File: src/rtl/register_file_pkg.sv
// Shared types and constants for the sixteen-entry general-purpose register
// file that feeds the ALU operands and accepts the writeback result.
package register_file_pkg;

    localparam int DATA_WIDTH = 32;
    localparam int SEL_WIDTH  = 4;
    localparam int NUM_REGS   = 1 << SEL_WIDTH;

    typedef logic [DATA_WIDTH-1:0] word_t;
    typedef logic [SEL_WIDTH-1:0]  reg_sel_t;

endpackage

File: src/rtl/register_32.sv
// One register-file entry: a word-wide register that captures its input on a
// rising clock edge only while its load line is high, and clears to zero the
// moment reset is pulled low.
module register_32
    import register_file_pkg::*;
#(
    parameter int WIDTH = DATA_WIDTH
) (
    input  logic             clk,
    input  logic             reset_n,
    input  logic             load_i,
    input  logic [WIDTH-1:0] data_i,
    output logic [WIDTH-1:0] data_o
);

    logic [WIDTH-1:0] data_q;
    logic [WIDTH-1:0] data_d;

    // Next value is the incoming word when loaded, otherwise the stored word
    // is recirculated so the entry holds.
    always_comb begin
        data_d = data_q;
        if (load_i) begin
            data_d = data_i;
        end
    end

    // Storage element; the clear is asynchronous so it wins over any write
    // that happens to coincide with reset.
    always_ff @(posedge clk or negedge reset_n) begin
        if (!reset_n) begin
            data_q <= '0;
        end else begin
            data_q <= data_d;
        end
    end

    assign data_o = data_q;

endmodule

File: src/rtl/register_file_16x32.sv
// Sixteen-entry register file with two independent combinational read ports
// and one clocked write port. R0 is an ordinary register. Reads of a register
// being written show the old contents until the capturing edge; there is no
// write-through bypass.
module register_file_16x32 #(
    parameter int DATA_WIDTH = 32,
    parameter int SEL_WIDTH  = 4
) (
    input  logic                  clk,
    input  logic                  reset_n,
    output logic [DATA_WIDTH-1:0] port_a,
    output logic [DATA_WIDTH-1:0] port_b,
    input  logic [SEL_WIDTH-1:0]  a_select,
    input  logic [SEL_WIDTH-1:0]  b_select,
    input  logic [DATA_WIDTH-1:0] port_c,
    input  logic [SEL_WIDTH-1:0]  decoder_control,
    input  logic                  load_enable
);

    localparam int NumRegs = 1 << SEL_WIDTH;

    logic [NumRegs-1:0]    writeOneHot;
    logic [DATA_WIDTH-1:0] regValue [NumRegs];

    // Write decoder: turns the destination number into a one-hot load vector,
    // and leaves every line low when writes are disabled so nothing changes.
    always_comb begin
        writeOneHot = '0;
        if (load_enable) begin
            writeOneHot[decoder_control] = 1'b1;
        end
    end

    // The sixteen storage entries all share the write data; only the entry
    // whose decoder line is high captures it.
    for (genvar i = 0; i < NumRegs; i++) begin : g_regs
        register_32 #(
            .WIDTH(DATA_WIDTH)
        ) u_reg (
            .clk    (clk),
            .reset_n(reset_n),
            .load_i (writeOneHot[i]),
            .data_i (port_c),
            .data_o (regValue[i])
        );
    end

    // Read port A: plain multiplexer from the stored words, zero latency.
    always_comb begin
        port_a = regValue[a_select];
    end

    // Read port B: independent copy of the same multiplexer so both operands
    // can be fetched in one cycle, including from the same register.
    always_comb begin
        port_b = regValue[b_select];
    end

endmodule

File: config.mk
export PLATFORM = sky130hd
export DESIGN_NAME = register_file_16x32
export DESIGN_NICKNAME = d
export VERILOG_FILES = /design/src/rtl/register_file_pkg.sv /design/src/rtl/register_32.sv /design/src/rtl/register_file_16x32.sv
export SDC_FILE = /design/constraint.sdc
export NUM_CORES = 1
export LEC_CHECK = 0
export CAP_MARGIN = 20
export CELL_PAD_IN_SITES_DETAIL_PLACEMENT = 0
export CELL_PAD_IN_SITES_GLOBAL_PLACEMENT = 1
export CORE_ASPECT_RATIO = 0.6
export CORE_MARGIN = 4
export CORE_UTILIZATION = 45
export DETAILED_ROUTE_END_ITERATION = 6
export DONT_BUFFER_PORTS = 1
export PLACE_DENSITY = 0.71
export RECOVER_POWER = 100
export SETUP_SLACK_MARGIN = 0.4
export SLEW_MARGIN = 20
export SYNTH_ARGS = -nofsm -noshare
export SYNTH_HDL_FRONTEND = slang
export SYNTH_SLANG_ARGS = --single-unit
File: constraint.sdc
create_clock -name clk -period 3.44 [get_ports clk]
set_clock_uncertainty 0.1 [all_clocks]
set_input_delay 0 -clock clk [delete_from_list [all_inputs] [get_ports clk]]
set_output_delay 0 -clock clk [all_outputs]
set_load 0.005 [all_outputs]
==> results of run 1 <==
[layout make-up]
| class | count | area (um2) |
|---|---|---|
| clock buffer | 79 | 1510 |
| clock inverter | 7 | 88.8 |
| fill | 4810 | 28800 |
| multi-input combinational | 992 | 13000 |
| sequential | 512 | 12800 |
| tap | 770 | 963 |
| timing repair buffer | 68 | 637 |
[worst max-delay path by stage]
stage	end
floorplan	port_a[10]
CTS	g_regs[9].u_reg.data_o[2]
detailed placement	g_regs[8].u_reg.data_o[25]
global route	g_regs[6].u_reg.data_o[3]
finish	g_regs[6].u_reg.data_o[3]
global placement	g_regs[3].u_reg.data_o[2]
[stage by stage]
stage | setup slack (ns) | hold slack (ns)
after floorplan | 2.02 | -0.396
after global placement | 1.31 | -0.359
after detailed placement | 1.32 | -0.359
after CTS | 1.15 | -0.972
after global routing | 0.308 | 0.220
final | 0.431 | 0.202
[power breakdown]
group          internal [W]  switching, W  total (W)
clock network       0.00314       0.00234    0.00548
logic               0.00243       0.00134    0.00377
registers           0.00743       0.00102    0.00845
total                0.0130       0.00470     0.0177
[cells in the mapped netlist]
library cell	count	share of area, %
nand3_1	1	0.019
nor2_1	12	0.17
nand2b_1	2	0.047
and2_1	2	0.047
mux2_1	54	2.3
buf_2	74	1.4
mux2_2	458	19
clkbuf_1	93	1.3
buf_1	5	0.071
nor3b_2	1	0.047
a22oi_1	128	3.6
nor2b_1	4	0.095
nand2_1	66	0.94
or3_1	3	0.071
and3_1	1	0.024
dfrtp_1	512	48
nand3b_1	4	0.11
mux4_2	256	22
[routing by layer]
layer	vias up	global-route usage (%)	wire, um
met5	-	0	79
met2	536	34.2	32100
met4	12	3.73	1090
met1	8807	37.1	35300
li1	6448	-	-
met3	97	6.42	5690
[cell families after synthesis]
group	count (synthesis)
simple gates	96
buf+inv	172
flops	512
compound gates	128
mux	768
[worst max-delay path, stage by stage]
cell,delay (ns)
nand3b_1,0.25
nor2_1,1.78
clkbuf_2,0.86
mux2_2,0.41
==> results_dict.tcl, run 1 <==
set metrics [dict create \
    grt.total_usage_pct 23.8 \
    whs_endpoint "port_b[20]" \
    yosys.area_share.simple_pct 1.57 \
    gp_congestion 0.740 \
    start_kind "input pin" \
    htreeDepth 2 \
    r2r_end "g_regs[12].u_reg.data_o[22]" \
    coreArea_mm2 0.0579 \
    instances_no_fill 2428 \
    layout-drive-gt1-share_pct 49.6 \
    worstPathRequired_ns 3.78 \
    ys_warn_count 0 \
    route.detailed.drc 0 \
    hold_buffers 36 \
    fin_util_pct 50.1 \
    cts.path.max_buffers 3 \
    largest_reg_flops 512 \
    fmaxAchievable_mhz 332 \
    routedWlPerCell_um 30.6 \
    numCtsBuffers 50 \
    worstHoldPathType "input pin to output pin" \
    synth_xor_area_share_pct 0 \
    cts_sinks 512 \
    cp_max_fo 17 \
    wirelength_um 74300 \
    tightest_slew_ns 3.16 \
    path_class "input pin to flop" \
    syn_inst 1676 \
    startpoint "decoder_control[3]" \
    rsz0062_at_grt "no" \
    min_path_cells 3 \
    synth_seq_cells 512 \
    cts_setup_buffers 0 \
    antenna_found_initial 6 \
    num_vias 15900 \
    final_cell_mix "512 x dfrtp_1, 458 x mux2_2, 256 x mux4_2, 128 x a22oi_1, 66 x nand2_1" \
    endpoint_kind "flop" \
    power_density_mw_per_mm2 610 \
    cap_viol_max_count 13 \
    chipWidth_um 321 \
    ir_drop_v 0.000347 \
    fin_setup_tns_ns 0 \
    grt-ovfl-total 0 \
    viasPerCell 6.55 \
    setup_viol 0 \
    final-hold-violation-count 0 \
    syn-num-nets 1723 \
    worst_r2r_path_depth 1 \
    crit_arrival_ns 3.35 \
    syn-cell-area_mm2 0.0265 \
    ys_types 18 \
    dp_cells 2298 \
    synth_top_family_by_area "multiplexers" \
    maxSlewViolCount 480 \
    final_cell_area_mm2 0.0290 \
    rows 68 \
    drt.antenna.violating_nets 0 \
    drtPass1Iterations 5 \
    status "complete, but fails checks" \
    fin_nets 1671 \
    yosysSeqAreaShare_pct 48.4 \
    cts.clk_slew.worst_paths_ns 0.05 \
    place_area_mm2 0.0270 \
    cts_root_buf "clkbuf_16" \
    avgSynthCellArea_um2 15.8 \
    r2r_start "g_regs[12].u_reg.data_o[22]" \
    num_antenna_cells 0 \
    slew_headroom_pct -111 \
    syn_to_final_growth_pct 9.64 \
    start_util_pct 45.7 \
    grt_pass1_wl_um 112000 \
    pin_count 111 \
    min_period_ns 3.01 \
    drt_iter0_drc 1597 \
    hold_start "b_select[1]" \
    synthMuxAreaShare_pct 43.6 \
    synth-adder-area-share_pct 0 \
    failed_checks "capacitance limit, slew limit" \
    grt_start_max_net_pins 513 \
    fin_crit_sh_pct 87.5 \
    synth_compound_area_share_pct 3.63 \
    die_area_mm2 0.0629 \
    cts_resized 0 \
    io_buffers 0 \
    p_leak_nw 11.8 \
    grt_pass1_vias 16700 \
    layout_commonest_cell "dfrtp_1" \
    cts_tree "yes" \
    r2r_setup_slack_ns 2.47 \
    insertion_delay_ns 0.56 \
    power_w 0.0177 \
    die_y_um 196 \
    dp_hpwl_um 41300 \
]
Note: power is estimated with default switching activity, not from simulation.
==> run 2: changes to the inputs <==
- ABC_AREA: default -> 1
- CORE_UTILIZATION: 45 -> 31
- PLACE_DENSITY: 0.71 -> 0.6
- clock period: 3.44 -> 3.7 ns (I/O delays scaled with it)
==> run 2 against run 1 <==
Net effect:
- the flow finishes with violations (hold timing, capacitance limit, slew limit)
- critical path type is now input pin to output pin
- highest routed layer is now met4
- cell area increased by 12%
- sequential cell count unchanged
- non-clock buffer count increased by 9
- core utilization decreased by 16 points
==> results_dict.tcl, run 2 <==
set metrics [dict create \
    critPathSlowestCell "clkinvlp_4" \
    syn-num-nets 4459 \
    grt_use_met1_pct 36.2 \
    grt.total_usage_pct 23.7 \
    cts_resized 0 \
    ir_drop_v 0.000375 \
    worstPathRequired_ns 3.60 \
    path_cells "clkinvlp_4, clkbuf_2, nand3_1, nand3_1, nand3_1, nand2_1" \
    path_class "input pin to output pin" \
    die_area_mm2 0.101 \
    cts.path.max_buffers 3 \
    start_kind "input pin" \
    syn-cell-area_mm2 0.0296 \
    r2r_start "g_regs[9].u_reg.data_o[3]" \
    cts_tree "yes" \
    instances_no_fill 5536 \
    r2r_end "g_regs[9].u_reg.data_o[3]" \
    final_cell_mix "1602 x nand2_1, 896 x nand3_1, 549 x inv_1, 512 x dfrtp_1, 506 x o21ai_0" \
    status "complete, but fails checks" \
    viasPerCell 5.06 \
    dp_hpwl_um 62000 \
    yosysSeqAreaShare_pct 43.3 \
    chipWidth_um 407 \
    drt.antenna.violating_nets 0 \
    grt_use_met3_pct 2.84 \
    fmaxAchievable_mhz 319 \
    ys_warn_count 0 \
    num_vias 28000 \
    die_y_um 247 \
    gp_congestion 0.770 \
    finalWorstSetupSlack_ns 0.564 \
    hold_buffers 51 \
    grtUsageMet2_pct 36.4 \
    fin_setup_tns_ns 0 \
    cap_viol_max_count 13 \
    async_flop_share_pct 100 \
    min_period_ns 3.14 \
    grt_pass1_wl_um 181000 \
    endpoint_kind "output pin" \
    drtPass1Iterations 5 \
    power_w 0.0172 \
    routedWlPerCell_um 21.8 \
    grt.busiest_layer "met2" \
    rsz0062_at_grt "no" \
    r2r_setup_slack_ns 2.34 \
    failed_checks "hold timing, capacitance limit, slew limit" \
    p_leak_nw 16.3 \
    tightest_slew_ns 2.00 \
    grt_pass1_vias 26200 \
    critPathTopFamily "buffers and inverters" \
    syn_to_final_growth_pct 9.69 \
    cts.clk_slew.worst_paths_ns 0.06 \
    worstHoldPathType "input pin to async pin" \
    layout_commonest_cell "nand2_1" \
    synth_edf_count 0 \
    htreeDepth 2 \
    route.detailed.drc 0 \
    synth_common_cells "1600 x nand2_1, 896 x nand3_1, 552 x inv_1" \
    insertion_delay_ns 0.64 \
    avgSynthCellArea_um2 6.71 \
    fin_nets 4288 \
    start_util_pct 31.4 \
    synth_seq_cells 512 \
    maxSlewViolCount 744 \
    post-place-ws_ns 1.77 \
    crit_arrival_ns 3.04 \
    final_cell_area_mm2 0.0325 \
    yosysTopAreaCell "dfrtp_1" \
    final-hold-violation-count 512 \
    synth_most_common_cell "nand2_1" \
    max_stage_delay_ns 1.48 \
    worst_r2r_path_depth 3 \
    cts_root_buf "clkbuf_16" \
    cp_max_fo 129 \
    slew_headroom_pct -33.7 \
    grt_start_max_net_pins 513 \
    synth_ff_type "dfrtp_1" \
    yosys-top-cells-area "dfrtp_1 43%, nand2_1 20%, nand3_1 15%, o21ai_0 7.7%, inv_1 7.0%" \
    setup_viol 0 \
    power_density_mw_per_mm2 528 \
    rows 87 \
    dp_cells 5373 \
    layout-drive-gt1-share_pct 3.19 \
    num-fill-cells 10200 \
    fin_crit_sh_pct 84.8 \
    cp_common_cell "nand3_1" \
    hold_slack_ns -1.04 \
    io_buffers 0 \
    largest_reg_flops 512 \
    numCtsBuffers 58 \
    grt-ovfl-total 0 \
    yosysTopAreaCellShare_pct 43.3 \
    coreArea_mm2 0.0944 \
    place_area_mm2 0.0302 \
    wirelength_um 121000 \
    syn_inst 4412 \
    antenna_found_initial 4 \
    pin_count 111 \
    path_buf_inv 2 \
    cts_sinks 512 \
    ys_types 21 \
    drt_iter0_drc 2870 \
]
## run 2: logic make-up after synthesis
family | share of synthesized area, %
simple gates | 36.3
flops | 43.3
buf+inv | 11.8
compound gates | 8.65
## run 2: repair_timing
item / in CTS / in global routing
endpoints found under the setup margin: 0 / 2
endpoints found under the hold margin: 1024 / 512
buffers inserted: 0 / 1
## run 2: worst max-delay path by stage
| stage | to | slack, ns | start | cells after the start |
|---|---|---|---|---|
| after global placement | g_regs[3].u_reg.data_o[27] | 1.83 | decoder_control[2] | 5 |
| after detailed placement | g_regs[12].u_reg.data_o[25] | 1.77 | decoder_control[0] | 3 |
| after global routing | g_regs[14].u_reg.data_o[0] | 0.47 | load_enable | 7 |
| final | port_b[1] | 0.56 | b_select[1] | 6 |
| after CTS | g_regs[9].u_reg.data_o[4] | 0.54 | decoder_control[1] | 10 |
| after floorplan | g_regs[15].u_reg.data_o[11] | 2.56 | load_enable | 6 |
## run 2: area by class of cell
type / count / area, um2 / share of cell area (%)
multi-input combinational: 3034 / 13300 / 40.8
timing repair buffer: 77 / 816 / 2.51
sequential: 512 / 12800 / 39.4
tap: 1246 / 1560 / 4.80
clock inverter: 15 / 159 / 0.489
clock buffer: 93 / 1770 / 5.44
inverter: 558 / 2120 / 6.53
antenna: 1 / 2.50 / 0.00770
## run 2: report_power, final
part	total (W)	internal [W]	leakage (nW)	switching (W)
clock network	0.00605	0.00346	0.944	0.00259
registers	0.00731	0.00681	6.36	0.000497
logic	0.00381	0.00130	9.01	0.00251
total	0.0172	0.0116	16.3	0.00559
## run 2: metal layers
layer / wire length [um] / part of all wire, % / vias up
met1: 59900 / 50 / 13500
met4: 1850 / 1.5 / 0
li1: - / - / 13600
met3: 7150 / 5.9 / 126
met5: 0 / 0 / -
met2: 51700 / 43 / 840
## run 2: through the flow
step,utilization [%],hold WS (ns)
after detailed placement,32.0,-0.360
after global placement,32.0,-0.362
after CTS,34.6,-1.06
after global routing,34.4,-1.07
after floorplan,-,-0.396
final,34.4,-1.04
